`src/rtl/ram64_wave_reader.sv`:
```
// ram64_wave_reader: access-side controller for the 64 x 20-bit wavetable RAM.
// Host writes go to the RAM through a valid/ready port. Each enabled sample_tick
// reads the table at the phase-accumulator index and presents the sample
// downstream on a valid/ready port.
// Optional feature: define WAVE_LINEAR_INTERP_EN for linear interpolation
// between adjacent entries (adds RD_B and CALC states).
//
// state  | meaning
// -------+--------------------------------------------------------------
// IDLE   | wait for a tick (priority) or a host write
// WRITE  | ram_load high for exactly one cycle
// RD_A   | ram_out is entry[idx]; capture it
// RD_B   | (interp) ram_out is entry[idx+1]; capture it
// CALC   | (interp) blend the two entries with the phase fraction
// VALID  | sample presented, held until smp_ready
module ram64_wave_reader #(
    parameter int DATA_W  = 20,
    parameter int ADDR_W  = 6,
    parameter int PHASE_W = 16
) (
    input  logic               clk,
    input  logic               rst_n,
    input  logic               enable,
    input  logic [PHASE_W-1:0] phase_inc,
    input  logic               sample_tick,
    input  logic               wr_valid,
    output logic               wr_ready,
    input  logic [ADDR_W-1:0]  wr_addr,
    input  logic [DATA_W-1:0]  wr_data,
    output logic               ram_load,
    output logic [DATA_W-1:0]  ram_in,
    output logic [ADDR_W-1:0]  ram_sel,
    input  logic [DATA_W-1:0]  ram_out,
    output logic [DATA_W-1:0]  smp_data,
    output logic               smp_valid,
    input  logic               smp_ready,
    output logic               overrun
);

    localparam logic [2:0] S_IDLE  = 3'd0;
    localparam logic [2:0] S_WRITE = 3'd1;
    localparam logic [2:0] S_RD_A  = 3'd2;
`ifdef WAVE_LINEAR_INTERP_EN
    localparam logic [2:0] S_RD_B  = 3'd3;
    localparam logic [2:0] S_CALC  = 3'd4;
    localparam int         PROD_W  = DATA_W + 5;
`endif
    localparam logic [2:0] S_VALID = 3'd5;

    logic [2:0]         state_q, state_d;
    logic [PHASE_W-1:0] phase_q, phase_d;
    logic               tick_pending_q, tick_pending_d;
    logic [ADDR_W-1:0]  ram_sel_q, ram_sel_d;
    logic [DATA_W-1:0]  ram_in_q, ram_in_d;
    logic [DATA_W-1:0]  smp_data_q, smp_data_d;
    logic               overrun_q, overrun_d;

    logic [ADDR_W-1:0]  idx;
    logic               start_rd;
    logic               wr_ready_c;

`ifdef WAVE_LINEAR_INTERP_EN
    logic [DATA_W-1:0]        a_q, a_d;
    logic [DATA_W-1:0]        b_q, b_d;
    logic [3:0]               frac;
    logic signed [DATA_W:0]   diff;
    logic signed [PROD_W-1:0] prod;
    logic signed [PROD_W-1:0] shifted;
    logic                     interp_unused;

    // Blend: a + ((b - a) * frac) >>> 4; the 21-bit difference cannot overflow.
    always_comb begin
        frac    = phase_q[PHASE_W-ADDR_W-1 -: 4];
        diff    = $signed({b_q[DATA_W-1], b_q}) - $signed({a_q[DATA_W-1], a_q});
        prod    = PROD_W'(diff) * PROD_W'($signed({1'b0, frac}));
        shifted = prod >>> 4;
    end
    assign interp_unused = ^shifted[PROD_W-1:DATA_W];
`endif

    assign idx        = phase_q[PHASE_W-1 -: ADDR_W];
    assign start_rd   = (state_q == S_IDLE) && enable && (tick_pending_q || sample_tick);
    assign wr_ready_c = rst_n && (state_q == S_IDLE) && !start_rd;

    // Next-state, tick bookkeeping and datapath updates.
    always_comb begin
        state_d        = state_q;
        phase_d        = phase_q;
        ram_sel_d      = ram_sel_q;
        ram_in_d       = ram_in_q;
        smp_data_d     = smp_data_q;
        overrun_d      = enable && sample_tick && tick_pending_q;
        tick_pending_d = tick_pending_q;
`ifdef WAVE_LINEAR_INTERP_EN
        a_d            = a_q;
        b_d            = b_q;
`endif
        if (start_rd) begin
            tick_pending_d = 1'b0;
        end else if (enable && sample_tick) begin
            tick_pending_d = 1'b1;
        end

        case (state_q)
            S_IDLE: begin
                if (start_rd) begin
                    state_d   = S_RD_A;
                    ram_sel_d = idx;
                end else if (wr_valid && wr_ready_c) begin
                    state_d   = S_WRITE;
                    ram_sel_d = wr_addr;
                    ram_in_d  = wr_data;
                end
            end
            S_WRITE: state_d = S_IDLE;
            S_RD_A: begin
`ifdef WAVE_LINEAR_INTERP_EN
                a_d       = ram_out;
                ram_sel_d = idx + ADDR_W'(1);
                state_d   = S_RD_B;
`else
                smp_data_d = ram_out;
                phase_d    = phase_q + phase_inc;
                state_d    = S_VALID;
`endif
            end
`ifdef WAVE_LINEAR_INTERP_EN
            S_RD_B: begin
                b_d     = ram_out;
                state_d = S_CALC;
            end
            S_CALC: begin
                smp_data_d = a_q + shifted[DATA_W-1:0];
                phase_d    = phase_q + phase_inc;
                state_d    = S_VALID;
            end
`endif
            S_VALID: begin
                if (smp_ready) state_d = S_IDLE;
            end
            default: state_d = S_IDLE;
        endcase
    end

    // Register update with synchronous active-low reset.
    always_ff @(posedge clk) begin
        if (!rst_n) begin
            state_q        <= S_IDLE;
            phase_q        <= '0;
            tick_pending_q <= 1'b0;
            ram_sel_q      <= '0;
            ram_in_q       <= '0;
            smp_data_q     <= '0;
            overrun_q      <= 1'b0;
`ifdef WAVE_LINEAR_INTERP_EN
            a_q            <= '0;
            b_q            <= '0;
`endif
        end else begin
            state_q        <= state_d;
            phase_q        <= phase_d;
            tick_pending_q <= tick_pending_d;
            ram_sel_q      <= ram_sel_d;
            ram_in_q       <= ram_in_d;
            smp_data_q     <= smp_data_d;
            overrun_q      <= overrun_d;
`ifdef WAVE_LINEAR_INTERP_EN
            a_q            <= a_d;
            b_q            <= b_d;
`endif
        end
    end

    assign wr_ready  = wr_ready_c;
    assign ram_load  = (state_q == S_WRITE);
    assign ram_in    = ram_in_q;
    assign ram_sel   = ram_sel_q;
    assign smp_data  = smp_data_q;
    assign smp_valid = (state_q == S_VALID);
    assign overrun   = overrun_q;

endmodule

```
`config.mk`:
```
export PLATFORM = sky130hd
export DESIGN_NAME = ram64_wave_reader
export DESIGN_NICKNAME = d
export VERILOG_FILES = /design/src/rtl/ram64_wave_reader.sv
export SDC_FILE = /design/constraint.sdc
export NUM_CORES = 1
export LEC_CHECK = 0
export ABC_AREA = 1
export ABC_CLOCK_PERIOD_IN_PS = 4300
export CAP_MARGIN = 20
export CELL_PAD_IN_SITES_DETAIL_PLACEMENT = 1
export CELL_PAD_IN_SITES_GLOBAL_PLACEMENT = 1
export CORE_UTILIZATION = 33
export DETAILED_ROUTE_END_ITERATION = 6
export GPL_TIMING_DRIVEN = 0
export PLACE_DENSITY_LB_ADDON = 0.1
export SYNTH_ARGS = -nofsm -noshare
export SYNTH_HDL_FRONTEND = slang
export SYNTH_SLANG_ARGS = --single-unit
export TNS_END_PERCENT = 1
```
`constraint.sdc`:
```
create_clock -name clk -period 4.3 [get_ports clk]
set_input_delay 0.43 -clock clk [delete_from_list [all_inputs] [get_ports clk]]
set_output_delay 0.43 -clock clk [all_outputs]
set_load 0.03 [all_outputs]
```
==> flow_summary_export.csv <==
group,metric,value,unit
drt,dr.pass1.iters,4,
clock_tree,cts-root-buf,"clkbuf_8",
sta,timing.final.crit_share,0.6376,
clock_tree,ctsHtreeMaxLevel,3,
sta,slew_violations,0,
layout,final_cell_mix,"clkdlybuf4s50_1 (117), nand2_1 (114), nor2_1 (83), dfxtp_1 (67)",
layout,layout.nets,717,
power,power_frac_comb,0.264,
sta,slew_headroom,0.6072,
power,p_switching,0.0005607,W
clock_tree,cts_hold_buffers,0,
layout,regArea,1341,sq um
sta,rsz0062_at_grt,"false",
synth,ys_types,30,
clock_tree,cts_tree,"done",
layout,fin_cells,770,
synth,yosys.area_share.adder,0.06101,
synth,synthesis.nets,589,
synth,syn_avg_cell_area,6.742,sq um
job,cap_violations,0,
synth,synth_area,3405,sq um
power,p_int,0.001193,W
power,p_clk_frac,0.340,
setup_path,setup.worst_path.class,"in2out",
floorplanning,initial_core_util,0.3451,
synth,synth_compound_area_frac,0.09004,
floorplanning,chipWidth,103.6,um
clock_tree,cts_made_buffers,9,
layout,drive_above_1_share,0.05651,
drt,dr_total_vias,3645,
drt,routedWlPerCell,13.96,um
clock_tree,cts_resized,0,
placement,port_buffers,117,
layout,final.fill_count,1266,
sta,worst_slew_pin_slew,0.5892,ns
drt,drt_wl_total,10750,um
clock_tree,cts.path.max_buffers,2,
sta,setup_viol,0,
layout,areaGrowthSynthToFinish,45.57,%
drt,remaining_drc_errors,0,
setup_path,cp_max_fo,10,
run_status,outcome,"finished, final reports clean",
setup_path,endpoint_kind,"primary output",
synth,yosys.area_share.simple,0.3425,
global_routing,grt_pass1_wl,17980,um
sta,skew,0.009936,ns
sta,min_period,2.742,ns
sta,setup-tns-final,0,ns
placement,dp_hpwl,8374,um
min_path,min_path_type,"reg2reg",
layout,multi_input_area,1724,sq um
sta,worst_slack,1.558,ns
power,power_frac_seq,0.396,
placement,routabilityCongestion,0.8130,
clock_tree,cts_setup_buffers,0,
layout,final_common_cell,"clkdlybuf4s50_1",
floorplanning,fp.coreArea,9864,sq um
placement,place_inst,755,
global_routing,antenna_found_initial,0,
floorplanning,row_count,36,
clock_tree,clkSinkCount,67,
synth,synthMuxAreaShare,0,
clock_tree,clock_latency,0.35,ns
floorplanning,dieArea,10730,sq um
setup_path,arrival,2.31,ns
floorplanning,ios,118,
global_routing,grt_pass1_vias,3694,
clock_tree,clkTransAtPathRegs,0.09,ns
setup_path,cp.required,3.87,ns
placement,dp_slack,1.528,ns
synth,synthCells,505,
power,p_leak,2.320,nW
layout,n_antenna_cell,0,
global_routing,grt-ovfl-total,0,
sta,fmax,364.7,MHz
sta,hold_viol,0,
setup_path,critPathLaunchType,"input port",
synth,synth_seq_cells,67,
power,switching_share,0.3197,
power,irDropWorstVdd,0.2033,mV
drt,avgViaCountPerCell,4.734,
power,power.density,353.9,nW/um^2
drt,drt_iter0_drc,83,
global_routing,grt_usage,0.2100,
drt,postRouteAntennaNets,0,
synth,synth_top_family_by_area,"simple AND/OR/NAND/NOR gates",
synth,yosysWarnings,0,
synth,ys_seq_area_frac,0.3940,
global_routing,grt_start_max_net_pins,13,
synth,synth-xor-area-share,0.01286,
floorplanning,die_h,103.6,um
==> cell families (layout without fill, tap and decap cells) <==
group | Yosys count | after routing
xor gates and xnor gates | 5 | 5
and+or+nand+nor | 273 | 273
AOI/OAI and AO/OA | 59 | 59
DFF | 67 | 67
adders and majority gates | 16 | 16
buffers and inverters | 85 | 217
==> stage by stage <==
| stage | util | total power (W) | instance area [sq um] | hold WS (ns) |
|---|---|---|---|---|
| global route | 0.5024 | 0.001852 | 4956 | 0.4886 |
| global placement | 0.4807 | 0.001161 | 4742 | 0.4506 |
| CTS | 0.5024 | 0.001775 | 4956 | 0.4711 |
| floorplan | - | 0.0009758 | 3405 | 0.4368 |
| finish | 0.5024 | 0.001754 | 4956 | 0.4686 |
| detailed placement | 0.4807 | 0.001175 | 4742 | 0.4579 |
==> power groups by stage <==
stage | Clock [W] | Sequential (W) | Combinational [W]
3_5_place_dp | 0 | 0.000710 | 0.000465
3_3_place_gp | 0 | 0.000708 | 0.000453
5_1_grt | 0.000642 | 0.000702 | 0.000509
4_1_cts | 0.000610 | 0.000696 | 0.000469
6_report | 0.000596 | 0.000695 | 0.000463
2_1_floorplan | 0 | 0.000776 | 0.000200
==> path summary, 6_finish.rpt <==
kind                                  start           to  slack (ns)  cells past startpoint
worst max-delay path            sample_tick     wr_ready        1.56                      6
worst min-delay path              ram_in[2]    ram_in[2]        0.47                      2
worst max register to register   phase_q[0]  phase_q[10]        2.47                     12
worst min register to register    ram_in[2]    ram_in[2]        0.47                      2
==> Yosys cell counts <==
cell type  instances  share of area
inv_2              3         0.0033
xor2_1             2         0.0051
xnor2_1            3         0.0077
buf_2              9          0.013
clkbuf_2           1         0.0015
nand2_4            1         0.0033
nand4_1            1         0.0018
fa_1               1         0.0059
o221ai_1           1         0.0026
a21oi_1           15          0.022
nor3_1             5         0.0073
and2_1             1         0.0018
o21ai_0           28          0.041
nand3b_4           1         0.0059
nor2_1            83          0.092
nand3b_1           1         0.0022
o21ai_1           12          0.018
ha_1              15          0.055
nor2_4             2         0.0066
nand2_2            1         0.0018
buf_1              1         0.0011
buf_4              2         0.0044
dfxtp_1           67           0.39
nand3_2            1         0.0029
or2_1              1         0.0018
clkbuf_1           8         0.0088
nand2_1          114           0.13
nand3_1           61          0.090
o211ai_1           3         0.0066
inv_1             61          0.067
==> critical path, cell delays in order <==
cell	delay (ns)
clkdlybuf4s50_1	0.42
o21ai_1	0.21
nand3_2	0.15
nor2_4	0.14
buf_2	0.23
clkdlybuf4s50_1	0.72
==> sequential cells by signal, summed over array words and instances (netlist names) <==
register	count
phase_q	16
ram_in	20
tick_pending_q	1
ram_sel	6
state_q	3
overrun	1
smp_data	20
==> routing by layer <==
metal	share of wire	routed length, um	up-vias	GRT usage
li1	-	-	1849	-
met1	0.46	4996	1698	0.2598
met2	0.48	5133	84	0.3639
met3	0.039	423	14	0.03587
met4	0.018	197	0	0.07867
met5	0	0	-	0
==> layout make-up <==
cell class | instances | area share
plain buffers | 21 | 0.01994
clock buffers | 9 | 0.02499
clock inverters | 6 | 0.01818
inverters | 64 | 0.04847
multi-input cells | 353 | 0.3479
flip-flops and latches | 67 | 0.2706
well taps | 133 | 0.03358
repair buffers | 117 | 0.2363
Note: power is estimated with default switching activity, not from simulation.
